## config.mk

```make
export PLATFORM = sky130hd
export DESIGN_NAME = down_counter
export DESIGN_NICKNAME = d
export VERILOG_FILES = /design/src/rtl/counter_pkg.sv /design/src/rtl/down_counter.sv
export SDC_FILE = /design/constraint.sdc
export NUM_CORES = 1
export LEC_CHECK = 0
export ABC_AREA = 1
export CAP_MARGIN = 20
export CELL_PAD_IN_SITES_DETAIL_PLACEMENT = 1
export CELL_PAD_IN_SITES_GLOBAL_PLACEMENT = 1
export CORE_AREA = 2 2 39 41
export DETAILED_ROUTE_END_ITERATION = 10
export DIE_AREA = 0 0 41 43
export PLACE_DENSITY = 0.76
export RECOVER_POWER = 25
export REMOVE_ABC_BUFFERS = 1
export SLEW_MARGIN = 10
export SYNTH_ARGS = -nofsm -noshare
export SYNTH_HDL_FRONTEND = slang
export SYNTH_SLANG_ARGS = --single-unit
```

## constraint.sdc

```tcl
create_clock -name clock -period 1.63 [get_ports clock]
set_clock_uncertainty 0.1 [all_clocks]
set_input_delay 0.163 -clock clock [delete_from_list [all_inputs] [get_ports clock]]
set_output_delay 0.163 -clock clock [all_outputs]
set_load 0.005 [all_outputs]
```

## src/rtl/counter_pkg.sv

```systemverilog
// Shared constants and next-value helpers for the up/down counter family.
// The helpers work on plain unsigned integers so any counter width can reuse
// them; callers truncate the result back to their own width.
package counter_pkg;

  localparam int COUNT_WIDTH = 4;
  localparam int MOD_BIN4    = 16;
  localparam int MOD_BCD     = 10;

  // Limit a parallel-load value to the legal range 0..modulus-1.
  function automatic int unsigned clamp_value(input int unsigned value,
                                              input int unsigned modulus);
    return (value >= modulus) ? modulus - 1 : value;
  endfunction

  // Decrement with wrap (or hold at zero when saturating). An out-of-range
  // value recovers to the top of the range.
  function automatic int unsigned down_next(input int unsigned value,
                                            input int unsigned modulus,
                                            input bit          saturate);
    if (value >= modulus) return modulus - 1;
    if (value == 0)       return saturate ? 0 : modulus - 1;
    return value - 1;
  endfunction

  // Increment with wrap; an out-of-range value recovers to zero.
  function automatic int unsigned up_next(input int unsigned value,
                                          input int unsigned modulus);
    return (value >= modulus - 1) ? 0 : value + 1;
  endfunction

endpackage

```

## src/rtl/down_counter.sv

```systemverilog
// Synchronous cascadable down counter, range 0..MODULUS-1.
// Priority per edge: clear (active low) > load > preset > enable > hold.
// borrow = enable & (q == 0) feeds the enable of the next, more significant
// stage so chained digits all step on the same clock edge.
// Optional build macro DOWN_COUNTER_SATURATE_EN: the count holds at zero
// instead of wrapping, and a registered done flag reports the 1->0 step.
// MODULUS must lie within 2..2**WIDTH.
module down_counter
  import counter_pkg::*;
#(
  parameter int WIDTH   = COUNT_WIDTH,
  parameter int MODULUS = MOD_BIN4
) (
  input  logic             clock,
  input  logic             clear,
  input  logic             enable,
  input  logic             load,
  input  logic [WIDTH-1:0] data,
  input  logic             preset,
  output logic [WIDTH-1:0] q,
  output logic             zero,
  output logic             borrow
`ifdef DOWN_COUNTER_SATURATE_EN
  ,
  output logic             done
`endif
);

  localparam int unsigned      MOD_U   = MODULUS;
  localparam logic [WIDTH-1:0] MAX_VAL = WIDTH'(MODULUS - 1);
  localparam logic [WIDTH-1:0] ONE_VAL = WIDTH'(1);

`ifdef DOWN_COUNTER_SATURATE_EN
  localparam bit SATURATE = 1'b1;
`else
  localparam bit SATURATE = 1'b0;
`endif

  logic [WIDTH-1:0] count_q;
  logic [WIDTH-1:0] count_d;

  // Next count: load beats preset beats decrement; otherwise hold.
  always_comb begin
    count_d = count_q;
    if (load) begin
      count_d = WIDTH'(clamp_value(32'(data), MOD_U));
    end else if (preset) begin
      count_d = MAX_VAL;
    end else if (enable) begin
      count_d = WIDTH'(down_next(32'(count_q), MOD_U, SATURATE));
    end
  end

  // Count register; clear forces zero regardless of the other controls.
  always_ff @(posedge clock) begin
    if (!clear) begin
      count_q <= '0;
    end else begin
      count_q <= count_d;
    end
  end

  assign q      = count_q;
  assign zero   = (count_q == '0);
  assign borrow = enable & zero;

`ifdef DOWN_COUNTER_SATURATE_EN
  logic done_q;

  // done latches on the enabled 1->0 step and stays until clear/load/preset.
  always_ff @(posedge clock) begin
    if (!clear) begin
      done_q <= 1'b0;
    end else if (load || preset) begin
      done_q <= 1'b0;
    end else if (enable && (count_q == ONE_VAL)) begin
      done_q <= 1'b1;
    end
  end

  assign done = done_q;
`else
  // Keep the unused constant referenced so the wrap build stays warning free.
  logic unused_one;
  assign unused_one = ^ONE_VAL;
`endif

endmodule

```

Yosys cells after proc, flatten, opt, wreduce, memory -nomap -nowiden
Cells that the tools add are included.

Bits in registers: 4. Input bits: 9. Memory bits (read-only): 0. Bits in latches: 0. Memories kept: 0. Memory bits (writable): 0.

Reductions and logical operators: 2. Bitwise operators: 1. Add/sub/neg operators: 1. Shift-type cells: 0. $lt $le $gt $ge: 0. Muxes and demuxes: 9. $mul: 0. Div/mod/pow operators: 0. Eq/ne operators: 0.

Operators by type and width (count): 4-bit two-way mux (5); 4-bit logical NOT (1); 1-bit two-way mux (4); 4-bit by 1-bit subtractor with 4-bit output, second input constant (1); 3-bit nonzero test (1); 1-bit bitwise AND (1).

Logic depth before layout (Yosys ltp)
Depth in word-level cells: 9. Mapped depth: 7. Depth with buffers taken out: 7.

Worst setup path before layout
No wires, ideal clock.

Path kind: reg2reg. Start: reg count_q[0] (netlist: q[0]). End: reg count_q[2] (netlist: q[2]). Required time: 1464 ps. Setup slack: 459 ps. Clock period less this slack: 1171 ps. Stages on the path, launching flop included: 8. Arrival time: 1005 ps. Path buffers: 0. Cells stage by stage: dfxtp_1 inv_2 ha_1 nor2_1 nor2_1 o21ai_1 o21ai_1 a21oi_2.

Longest elaborated chain between the ends: 9. Elaborated cells between the ends (all ways): 11.

RTL lines: start, declared (RTL line down_counter.sv:39) `logic [WIDTH-1:0] count_q;`; start signal, assigned (RTL line down_counter.sv:59) `count_q <= count_d;`; 4-bit logical NOT (RTL line counter_pkg.sv:22) `if (value == 0) return saturate ? 0 : modulus - 1;`; 1-bit two-way mux (RTL line counter_pkg.sv:22); 1-bit two-way mux (RTL line down_counter.sv:49) `end else if (enable) begin`; 1-bit two-way mux (RTL line down_counter.sv:47) `end else if (preset) begin`; 1-bit two-way mux (RTL line down_counter.sv:45) `if (load) begin`; 4-bit two-way mux (*) (RTL line counter_pkg.sv:23) `return value - 1;`; 4-bit two-way mux (*) (RTL line down_counter.sv:49); 4-bit two-way mux (*) (RTL line down_counter.sv:47); 4-bit two-way mux (*) (RTL line down_counter.sv:45).

Mark *: on every way between the ends. The rest lies on a longest branch, timed or not. The select of a mux whose other input is x is not followed. A chain may end at the register's enable or synchronous reset.

Final worst setup path
Start: reg count_q[0] (netlist: q[0]). End: out borrow.

Longest elaborated chain between the ends: 2.

RTL lines: 4-bit logical NOT (RTL line down_counter.sv:64) `assign zero = (count_q == '0);`; 1-bit bitwise AND (RTL line down_counter.sv:65) `assign borrow = enable & zero;`; end, declared (RTL line down_counter.sv:22) `output logic borrow`.

No other way between the ends.

==> impl_metrics.py <==
metrics = {
    "setup_path": {
        "crit_chain": "inv_2 -> ha_2 -> nand2_1 -> nor3_1 -> clkdlybuf4s15_1",
        "max_stage_delay_ns": 0.31,
        "critPathCaptureType": "output port",
        "crit_type": "register to output port",
        "regToRegEndpoint": "q[2]$_SDFFE_PN0P_",
        "critPathRequiredTime_ns": 1.37,
        "worstPathMaxFanout": 3,
        "cp-start-kind": "register",
        "critPathCapture": "borrow",
        "reg2reg_depth": 7,
        "crit_arrival_ns": 1.25,
        "slowest_stage": "dfxtp_1",
        "timing.rr.start": "q[0]$_SDFFE_PN0P_",
        "regToRegSetupSlack_ns": 0.43,
        "worstSetupStartpoint": "q[0]$_SDFFE_PN0P_",
    },
    "pwr": {
        "power.ir.vdd_worst_mv": 0.240,
        "power_w": 0.000357,
        "powerDensity_mw_per_mm2": 717,
        "p_leak_nw": 0.224,
    },
    "timing": {
        "fin_crit_sh_pct": 92.6,
        "tns_ns": 0,
        "slew_violations": 0,
        "setup_viol": 0,
        "rsz0062_at_grt": "no",
        "clock.fmax_mhz": 662,
        "hold_viol_final": 0,
        "worstMarginPinSlew_ns": 0.273,
        "slew_headroom_pct": 81.7,
        "period_needed_ns": 1.51,
    },
    "floorplanning": {
        "core_area_sq_mm": 0.00138,
        "die_x_um": 41,
        "ios": 15,
        "die_height_um": 43,
        "rows": 14,
        "fp.dieArea_sq_mm": 0.00176,
        "start_util_pct": 20.5,
    },
    "clock_tree": {
        "ctsHoldBuffers": 0,
        "post-cts-setup-buffers": 0,
        "numCtsBuffers": 3,
        "cts_max_level": 1,
        "cts_root_buf": "clkbuf_4",
        "cts_num_sinks": 4,
        "tritoncts": "built",
        "cts_buffer_depth": 2,
        "clk_latency_ns": 0.23,
        "clk_pin_slew_ns": 0.04,
    },
    "route": {
        "vias_per_cell": 4.28,
        "drt_iter0_drc": 0,
        "first_pass_iters": 1,
        "routedWlPerCell_um": 10.7,
        "wl_um": 867,
        "postRouteAntennaNets": 0,
        "vias": 347,
        "drc": 0,
    },
    "grt": {
        "grt-ovfl-total": 0,
        "grt_max_degree": 8,
        "grt.total_usage_pct": 12.4,
        "grt_pass1_vias": 373,
        "grt_antenna_before_repair": 0,
        "grt_pass1_wl_mm": 1.43,
    },
    "logic_synthesis": {
        "syn-cell-area_sq_um": 284,
        "synth_area_per_cell_sq_um": 6.61,
        "yosysSeqAreaShare_pct": 28.2,
        "synth_warnings": 0,
        "ys_ff_latch": 4,
        "synth.distinct_cells": 17,
        "synthCells": 43,
    },
    "hold_path": {
        "hold_class": "register to register",
    },
    "place": {
        "portBuffers": 14,
        "dpl-instance-area_sq_um": 482,
        "place_inst": 78,
        "routabilityCongestion": 0.659,
        "dp_hpwl_um": 697,
    },
    "cells_and_area": {
        "drive_gt1_share_pct": 26.2,
        "synthToLayoutAreaGrowth_pct": 75.3,
        "multi_input_area_sq_um": 169,
        "largest_reg_flops": 4,
        "fin_area_sq_um": 498,
        "area.sequential_sq_um": 80.1,
        "num_antenna_cells": 0,
        "finalNetCount": 77,
        "final_cells": 81,
        "nFillCells": 188,
    },
    "outcome": {
        "outcome": "finished clean",
    },
    "run": {
        "timing.max_cap.violations": 0,
    },
}
[cells in the mapped netlist]
library cell / instances / area (sq um)
ha_1: 1 / 12.5
o21ai_2: 1 / 8.76
nor2_4: 1 / 11.3
o22ai_1: 1 / 6.26
o21ai_0: 1 / 5.00
inv_2: 5 / 18.8
nor2_1: 7 / 26.3
nor3_1: 1 / 5.00
dfxtp_1: 4 / 80.1
nand3_1: 2 / 10.0
nand2_1: 6 / 22.5
o21ai_1: 3 / 15.0
a21oi_1: 3 / 15.0
nand2_4: 1 / 11.3
inv_1: 3 / 11.3
a21oi_2: 2 / 17.5
nand3b_1: 1 / 7.51
[report_power, final]
group / internal, W / switching, W / leakage (nW) / total (W)
sequential: 0.000107 / 0.00000986 / 0.0335 / 0.000117
clock: 0.0000822 / 0.0000382 / 0.0138 / 0.000120
combinational: 0.0000683 / 0.0000510 / 0.177 / 0.000119
total: 0.000258 / 0.0000991 / 0.224 / 0.000357
[critical path: cells and delay by family (launching register included)]
kind	cells	cell delay, ns
DFF	1	0.31
buffers and inverters	2	0.29
and+or+nand+nor	2	0.23
adders and majority gates	1	0.18
[per-layer routing]
layer | share of wire, % | routed length (um) | track usage (%) | up-vias
li1 | - | - | - | 184
met1 | 43 | 370 | 12.6 | 156
met2 | 54 | 464 | 20.6 | 7
met3 | 3.8 | 33 | 1.57 | 0
met4 | 0 | 0 | 10.0 | 0
met5 | 0 | 0 | 0 | -
[kinds of logic (layout without fill, tap and decap cells)]
logic type | count (synthesis) | count (layout) | share of synthesized area, %
flip-flops | 4 | 4 | 28.2
AND/OR/NAND/NOR | 19 | 19 | 33.0
AO/OA/AOI/OAI | 11 | 11 | 23.8
buffers and inverters | 8 | 30 | 10.6
adder cells (fa/ha/maj) | 1 | 1 | 4.40
[stage by stage]
stage	worst slack, ns	util [%]	hold slack (ns)
global placement	0.0103	34.8	0.434
floorplan	0.459	-	0.174
global route	0.00320	36.0	0.477
finish	0.120	36.0	0.441
detailed placement	-0.0300	34.8	0.442
CTS	0.0772	36.4	0.435
[final cells by class]
cell class	count	area share, %
clock buffers	3	4.52
repair buffers	19	35.4
well taps	16	4.02
inverters	8	6.03
flip-flops and latches	4	16.1
multi-input cells	31	33.9
[timing repair]
| item | in CTS | in global routing |
|---|---|---|
| hold endpoints to repair | 0 | 0 |
| resized for setup | 3 | 1 |
| endpoints found under the setup margin | 2 | 1 |
[worst min path at each step]
| stage | startpoint | endpoint | slack [ns] | depth (start not counted) |
|---|---|---|---|---|
| finish | q[2]$_SDFFE_PN0P_ | q[2]$_SDFFE_PN0P_ | 0.44 | 2 |
| global route | q[2]$_SDFFE_PN0P_ | q[2]$_SDFFE_PN0P_ | 0.48 | 2 |
| CTS | clear | q[0]$_SDFFE_PN0P_ | 0.43 | 3 |
| detailed placement | q[2]$_SDFFE_PN0P_ | q[2]$_SDFFE_PN0P_ | 0.44 | 2 |
| global placement | q[2]$_SDFFE_PN0P_ | q[2]$_SDFFE_PN0P_ | 0.43 | 2 |
| floorplan | clear | q[0]$_SDFFE_PN0P_ | 0.17 | 2 |
[cell usage in the layout, fill, tap and decap left out]
| cell type | n |
|---|---|
| inv_1 | 4 |
| nand3_1 | 2 |
| ha_2 | 1 |
| o21ai_0 | 1 |
| o22ai_1 | 1 |
| o21ai_1 | 3 |
| dlygate4sd2_1 | 1 |
| clkdlybuf4s50_1 | 12 |
| a21oi_1 | 3 |
| dfxtp_1 | 4 |
| nor2_1 | 8 |
| clkdlybuf4s15_1 | 1 |
| nor3_1 | 1 |
| o21ai_2 | 1 |
| clkbuf_4 | 3 |
| nand2_1 | 6 |
| a21oi_2 | 2 |
| nand2_4 | 1 |
| nand3b_1 | 1 |
| buf_4 | 5 |
| inv_2 | 4 |
(Power assumes the default switching activity.)
